File: src/rtl/alu_sequencer.sv
// Command-side sequencer for a registered ALU: single-op issue/capture,
// shift-add multiply on the same ALU, and a valid/ready result port.
module alu_sequencer #(
  parameter int WIDTH = 16
) (
  input  logic             clk,
  input  logic             rst,
  input  logic             instr_valid,
  output logic             instr_ready,
  input  logic [2:0]       instr_op,
  input  logic             instr_zx,
  input  logic             instr_zy,
  input  logic             instr_neg,
  input  logic [2:0]       instr_cond,
  input  logic [WIDTH-1:0] operand_a,
  input  logic [WIDTH-1:0] operand_b,
  output logic [WIDTH-1:0] alu_x,
  output logic [WIDTH-1:0] alu_y,
  output logic             alu_zero_x,
  output logic             alu_zero_y,
  output logic             alu_negate,
  output logic [1:0]       alu_opcode,
  input  logic [WIDTH-1:0] alu_result,
  input  logic             alu_is_negative,
  output logic             res_valid,
  input  logic             res_ready,
  output logic [WIDTH-1:0] res_data,
  output logic             res_z,
  output logic             res_n,
  output logic             res_err,
  output logic             cond_true
);

  localparam int IW = (WIDTH > 1) ? $clog2(WIDTH) : 1;

  typedef enum logic [1:0] {
    S_IDLE,
    S_ISSUE,
    S_WAIT,
    S_DONE
  } state_t;

  state_t r_state;
  state_t w_next;

  logic [2:0]       r_op;
  logic             r_zx;
  logic             r_zy;
  logic             r_neg;
  logic [2:0]       r_cond;
  logic [WIDTH-1:0] r_a;
  logic [WIDTH-1:0] r_b;
  logic [WIDTH-1:0] r_acc;
  logic [IW-1:0]    r_i;

  logic [WIDTH-1:0] r_data;
  logic             r_z;
  logic             r_n;
  logic             r_err;
  logic             r_ct;

  logic w_accept;
  logic w_illegal;
  logic w_mul;
  logic w_cmp;
  logic w_last;
  logic w_z;
  logic w_n;
  logic w_hit;
  logic w_capture;

  assign w_accept  = instr_valid && (r_state == S_IDLE);
  assign w_illegal = (instr_op[2:1] == 2'b11);
  assign w_mul     = (r_op == 3'd4);
  assign w_cmp     = (r_op == 3'd5);
  assign w_last    = (r_i == IW'(WIDTH - 1));
  assign w_z       = (alu_result == '0);
  assign w_n       = alu_is_negative;
  assign w_capture = (r_state == S_WAIT) && (!w_mul || w_last);

  assign instr_ready = (r_state == S_IDLE);
  assign res_valid   = (r_state == S_DONE);
  assign res_data    = r_data;
  assign res_z       = r_z;
  assign res_n       = r_n;
  assign res_err     = r_err;
  assign cond_true   = r_ct;

  always_ff @(posedge clk or posedge rst) begin
    if (rst) begin
      r_state <= S_IDLE;
    end else begin
      r_state <= w_next;
    end
  end

  always_comb begin
    w_next = r_state;
    unique case (r_state)
      S_IDLE: begin
        if (instr_valid) begin
          w_next = w_illegal ? S_DONE : S_ISSUE;
        end
      end
      S_ISSUE: w_next = S_WAIT;
      S_WAIT: begin
        w_next = (w_mul && !w_last) ? S_ISSUE : S_DONE;
      end
      S_DONE: begin
        if (res_ready) begin
          w_next = S_IDLE;
        end
      end
      default: w_next = S_IDLE;
    endcase
  end

  // ISSUE and WAIT drive identical controls so the ALU sees a stable command
  always_comb begin
    alu_x      = '0;
    alu_y      = '0;
    alu_zero_x = 1'b1;
    alu_zero_y = 1'b1;
    alu_negate = 1'b0;
    alu_opcode = 2'd0;
    if (r_state == S_ISSUE || r_state == S_WAIT) begin
      if (w_mul) begin
        alu_x      = r_acc;
        alu_y      = r_a << r_i;
        alu_zero_x = 1'b0;
        alu_zero_y = ~r_b[r_i];
        alu_negate = 1'b0;
        alu_opcode = 2'd2;
      end else begin
        alu_x      = r_a;
        alu_y      = r_b;
        alu_zero_x = r_zx;
        alu_zero_y = r_zy;
        alu_negate = r_neg;
        alu_opcode = w_cmp ? 2'd3 : r_op[1:0];
      end
    end
  end

  always_comb begin
    w_hit = 1'b0;
    unique case (r_cond)
      3'd0:    w_hit = 1'b0;
      3'd1:    w_hit = 1'b1;
      3'd2:    w_hit = w_z;
      3'd3:    w_hit = !w_z;
      3'd4:    w_hit = w_n;
      3'd5:    w_hit = !w_n;
      3'd6:    w_hit = w_n || w_z;
      default: w_hit = !w_n && !w_z;
    endcase
  end

  always_ff @(posedge clk or posedge rst) begin
    if (rst) begin
      r_op   <= '0;
      r_zx   <= 1'b0;
      r_zy   <= 1'b0;
      r_neg  <= 1'b0;
      r_cond <= '0;
      r_a    <= '0;
      r_b    <= '0;
      r_acc  <= '0;
      r_i    <= '0;
      r_data <= '0;
      r_z    <= 1'b0;
      r_n    <= 1'b0;
      r_err  <= 1'b0;
      r_ct   <= 1'b0;
    end else begin
      if (w_accept) begin
        r_op   <= instr_op;
        r_zx   <= instr_zx;
        r_zy   <= instr_zy;
        r_neg  <= instr_neg;
        r_cond <= instr_cond;
        r_a    <= operand_a;
        r_b    <= operand_b;
        r_acc  <= '0;
        r_i    <= '0;
        if (w_illegal) begin
          r_data <= '0;
          r_z    <= 1'b1;
          r_n    <= 1'b0;
          r_err  <= 1'b1;
          r_ct   <= 1'b0;
        end
      end
      if (r_state == S_WAIT && w_mul) begin
        r_acc <= alu_result;
        if (!w_last) begin
          r_i <= r_i + 1'b1;
        end
      end
      // final MUL acc equals alu_result here, so flags come from it
      if (w_capture) begin
        r_data <= w_cmp ? r_a : alu_result;
        r_z    <= w_z;
        r_n    <= w_n;
        r_err  <= 1'b0;
        r_ct   <= w_hit;
      end
    end
  end

endmodule
File: config.mk
export PLATFORM = sky130hd
export DESIGN_NAME = alu_sequencer
export DESIGN_NICKNAME = d
export VERILOG_FILES = /design/src/rtl/alu_sequencer.sv
export SDC_FILE = /design/constraint.sdc
export NUM_CORES = 1
export LEC_CHECK = 0
export BUFFER_PORTS_ARGS = -buffer_cell sky130_fd_sc_hd__buf_2
export CORE_UTILIZATION = 48
export DETAILED_ROUTE_END_ITERATION = 8
export PLACE_DENSITY = 0.76
export SYNTH_ARGS = -nofsm -noshare
export SYNTH_HDL_FRONTEND = slang
export SYNTH_SLANG_ARGS = --single-unit
File: constraint.sdc
create_clock -name clk -period 2.5 [get_ports clk]
set_input_delay 0.25 -clock clk [delete_from_list [all_inputs] [get_ports clk]]
set_output_delay 0.25 -clock clk [all_outputs]
set_load 0.02 [all_outputs]
Yosys cells after proc, flatten, opt, wreduce, memory -nomap -nowiden
Index checks and enable logic that the tools add are counted.
Storage, ports and cells
  register bits after elaboration: 83
  input bits: 62
  output and inout port bits: 59
Cells by class
  add/subtract/negate cells: 1
  order comparisons: 1
  equality and inequality tests: 15
  shift operators: 1
  muxes and demuxes: 38
  bitwise gates (word level): 1
  reduce and logical (&&, ||, !) cells: 20
Operator list (count)
  $mux 16: 10
  $logic_not 16->1: 1
  $shl 16x4->16: 1
  $eq 3x3->1 const B: 5
  $mux 1: 15
  $mux 2: 7
  $mux 4: 3
  $pmux 2 s4: 1
  $pmux 1 s7: 1
  $eq 2x2->1 const B: 3
  $eq 3x2->1 const B: 2
  $reduce_bool 2->1: 3
  $logic_and 1x1->1: 5
  $lt 4x5->1 const B: 1
  $add 4x1->4 const B: 1
  $bmux 1 s4: 1
  $eq 4x4->1 const B: 1
  $logic_not 1->1: 4
  $reduce_and 2->1: 2
  $eq 3x1->1 const B: 1
  $logic_not 3->1: 1
  $logic_or 1x1->1: 3
  $eq 2x1->1 const B: 1
  $logic_not 2->1: 1
  3 further kinds: 3

Longest topological paths before layout
  depth after elaboration: 6
  mapped depth: 9
  depth with buffers taken out: 6

Worst setup path before layout
No wires, ideal clock.
  path type: register to output
  start: reg r_op[0]
  end: out alu_y[15]
  data arrival time: 1.826 ns
  required time: 2.250 ns
  path slack: 0.424 ns
  stages on the path, launching flop included: 6
  path buffers: 1
  path through: dfrtp_1 -> or3b_1 -> buf_2 -> nor3b_2 -> a22oi_1 -> a31oi_1
Between the ends
  cells in the longest elaborated chain, start to end: 3
RTL lines
  from (decl): line 46  | logic [2:0] r_op;
  from (signal assigned): line 177  | r_op <= instr_op;
  $eq 3x3->1: line 74  | assign w_mul = (r_op == 3'd4);
  $mux 16: line 127  | if (w_mul) begin
  $mux 16: line 126  | if (r_state == S_ISSUE || r_state == S_WAIT) begin
  to (decl): line 18  | output logic [WIDTH-1:0] alu_y,
No other way between the ends.

Worst setup path after layout
  start: reg r_i[0]
  end: out alu_zero_y
Between the ends
  cells in the longest elaborated chain, start to end: 5
RTL lines
  from (decl): line 54  | logic [IW-1:0] r_i;
  from (signal assigned): line 197  | r_i <= r_i + 1'b1;
  $bmux 1 s4: line 131  | alu_zero_y = ~r_b[r_i];
  $mux 1 (implied by the code): line 131
  $not 1->1: line 131
  $mux 1: line 127
  $mux 1: line 126
  to (decl): line 20  | output logic alu_zero_y,
No other way between the ends. The select of a mux whose other input is x is not followed.

==> impl_metrics.tcl <==
set metrics [dict create \
    status "finished clean" \
    cts_buffers 9 \
    cts-root-buf "clkbuf_8" \
    synth_edf_count 0 \
    clkPwrFrac_pct 12.2 \
    cts.path.max_buffers 2 \
    end_kind "primary output" \
    min_path_cells 3 \
    viasPerCell 5.840 \
    insertion_delay_ns 0.36 \
    ant_nets 0 \
    pin_count 121 \
    hp-start "alu_result[4]" \
    finalCritPeriodShare_pct 99.21 \
    synth_flop_cell "dfrtp_1" \
    seq_area_um2 2081 \
    n_antenna_cell 0 \
    grt-ovfl-total 0 \
    cp_max_fo 6 \
    slew_viol_final 0 \
    p_sw_share_pct 45.71 \
    seqPwrFrac_pct 29.0 \
    syn-num-nets 516 \
    drt_iter0_drc 285 \
    grt_pass1_wl_um 20640 \
    die_y_um 101.2 \
    worstHoldEndpoint "r_acc[4]$_DFFE_PP0P_" \
    coreArea_um2 9371 \
    dieArea_um2 10250 \
    hold_class "in -> reg" \
    fin_cells 712 \
    r2r-end "res_z$_DFFE_PP0P_" \
    grt_pass1_vias 3971 \
    crit_family "multiplexers" \
    core.rowCount 35 \
    synth-simple-area-share_pct 14.88 \
    crit_chain "mux4_1 -> mux4_2 -> a21oi_1 -> nand2b_1 -> buf_4" \
    antenna_found_initial 0 \
    r2r_slack_ns 0.29 \
    ys_types 46 \
    peakVddDrop_mv 0.6701 \
    clk_pin_slew_ns 0.08 \
    setup_viol 0 \
    multi_input_area_um2 2512 \
    worstReg2RegStart "r_i[0]$_DFF_PP0_" \
    power_frac_comb_pct 58.8 \
    dp_hpwl_um 9454 \
    syn_area_um2 4726 \
    drive_gt1_share_pct 42.02 \
    start_util_pct 50.43 \
    path_class "reg -> out" \
    synth-adder-area-share_pct 1.059 \
    fmax_mhz 403.2 \
    finalHoldViolCount 0 \
    synth_xor_area_share_pct 0 \
    post_synth.cell_area_avg_um2 10.50 \
    clock_skew_ns 0.007730 \
    rsz0062_at_grt "true" \
    nets 644 \
    power_density_nw_per_um2 1558 \
    synth_compound_area_share_pct 11.76 \
    cts.sinks 83 \
    path_buf_inv 1 \
    die_w_um 101.2 \
    worstPathRequired_ns 2.25 \
    slowest_stage "mux4_1" \
    startpoint_type "register" \
    critPathMaxStageDelay_ns 0.56 \
    ys_seq_area_share_pct 43.95 \
    worst_slew_pin_slew_ns 0.7445 \
    min_period_ns 2.480 \
    p_int_mw 5.026 \
    post-place-ws_ns 0.1728 \
    place_inst 687 \
    power_mw 9.258 \
    cts_tree "yes" \
    htreeDepth 3 \
    synth_cells 450 \
    synth_top_family_by_area "multiplexers" \
    drtPass1Iterations 5 \
    muxShareOfSynthArea_pct 24.31 \
    ff2ff_path_depth 6 \
    relSlewSlack_pct 50.37 \
    port-buffer-count 120 \
    arrival_ns 2.23 \
    post_dp_cell_area_um2 5533 \
    grt_max_degree 84 \
    totalWireLength_um 13290 \
    p_switching_mw 4.232 \
    startpoint "r_i[0]$_DFF_PP0_" \
    vias 4158 \
    finalWorstSetupSlack_ns 0.01987 \
    globalRouteTotalUtil_pct 26.47 \
    n_fill_cell 840 \
    synth_async_sr_flop_share_pct 100.0 \
    power.leakage_nw 2.842 \
    final_cell_area_um2 5941 \
    drc 0 \
    syn_to_final_growth_pct 25.71 \
    maxCapViolations 0 \
    synth_seq_cells 83 \
    ys_warn_count 0 \
    globalplace.congestion 0.8686 \
    post_drt_wl_per_cell_um 18.66 \
]
## final cells by class
cell class / instances / area share (%)
Multi-Input combinational cell: 323 / 42.29
Clock buffer: 11 / 2.548
Inverter: 9 / 0.5897
Clock inverter: 5 / 1.432
Tap cell: 129 / 2.717
Sequential cell: 83 / 35.03
Timing Repair Buffer: 152 / 15.40
## tightest hold or removal path: stages
cell and delay [ns]:
buf_2 0.10, nand2_1 0.05, nand2_1 0.05
## routing by layer
layer	up-vias	GRT usage (%)	part of all wire, %
met1	2048	36.48	43
li1	1896	-	-
met3	14	4.831	8.2
met5	-	0	0
met4	0	8.807	1.3
met2	200	42.49	47
## cells by family after synthesis
group                      count (synthesis)
and+or+nand+nor                          152
muxes                                     86
buffers and inverters                     44
adders and majority gates                  4
DFF                                       83
AOI/OAI and AO/OA                         81
## placed cells by master, fill, tap and decap left out, types with 3 or more instances in the layout
cell type	instances
o21ai_0	5
a22oi_1	12
buf_4	29
and2_1	3
nand3_1	27
mux2i_1	23
nor2_1	12
ha_1	4
a21oi_1	26
nand2_1	83
mux4_2	15
nor2b_1	3
nor4_1	4
inv_1	8
nand2b_1	3
a31oi_1	4
dfrtp_2	3
dfrtp_1	80
o2bb2ai_1	17
mux2_2	43
clkbuf_8	11
buf_2	117
a21o_1	3
## registers in the layout, summed over array words and instances, names as in the netlist, 2 cells and up
| name | flops |
|---|---|
| res_data | 16 |
| r_b | 16 |
| r_op | 3 |
| r_a | 16 |
| r_acc | 16 |
| r_i | 4 |
| r_state | 2 |
| r_cond | 3 |
## synth_stat cells (2+ instances only)
cell	instances	area share (%)
a21o_1	3	0.48
o2bb2ai_1	17	3.2
mux4_2	12	5.7
nor2b_1	3	0.40
nor2_1	14	1.1
a31oi_1	4	0.53
inv_1	9	0.71
a41oi_1	2	0.37
buf_1	2	0.16
nand3_1	28	3.0
mux2_2	45	11
nand2_1	83	6.6
and2_1	4	0.53
a22oi_1	14	2.2
o21ai_0	6	0.64
mux4_1	5	2.8
ha_1	4	1.1
dfrtp_1	83	44
a21oi_1	26	2.8
mux2i_1	24	5.1
nor3b_2	2	0.53
nand2b_1	3	0.40
clkbuf_1	17	1.4
buf_2	15	1.6
nor4_1	4	0.53
## worst max-delay path by stage
stage	endpoint	slack, ns	cells past startpoint
floorplan	cond_true$_DFFE_PP0P_	0.11	1
global placement	alu_y[7]	0.20	6
detailed placement	alu_y[7]	0.17	6
CTS	alu_zero_y	-0.004	5
global route	alu_y[12]	-0.09	5
finish	alu_zero_y	0.02	5
## stage by stage
step | hold slack, ns | utilization (%) | TNS (ns)
CTS | 0.1038 | 61.98 | -0.003739
finish | 0.1093 | 63.39 | 0
global route | 0.1130 | 63.39 | -0.2582
detailed placement | 0.3794 | 59.04 | 0
floorplan | 0.3554 | - | 0
global placement | 0.3749 | 59.04 | 0
## what timing repair did
| action | CTS | global route |
|---|---|---|
| pin swaps | 0 | 3 |
| hold buffers | 1 | 0 |
| setup buffers | 2 | 4 |
| gates resized for setup | 9 | 19 |
| hold endpoints to repair | 62 | 0 |
| endpoints found under the setup margin | 10 | 11 |
| cloned | 0 | 2 |
## power groups by stage
| stage | clock [mW] | sequential [mW] | combinational (mW) |
|---|---|---|---|
| 4_1_cts | 1.15 | 2.65 | 5.18 |
| 6_report | 1.13 | 2.68 | 5.44 |
| 3_3_place_gp | 0 | 2.65 | 4.99 |
| 3_5_place_dp | 0 | 2.67 | 5.10 |
| 5_1_grt | 1.19 | 2.77 | 5.87 |
| 2_1_floorplan | 0 | 2.61 | 3.48 |
Note: power is estimated with default switching activity, not from simulation.
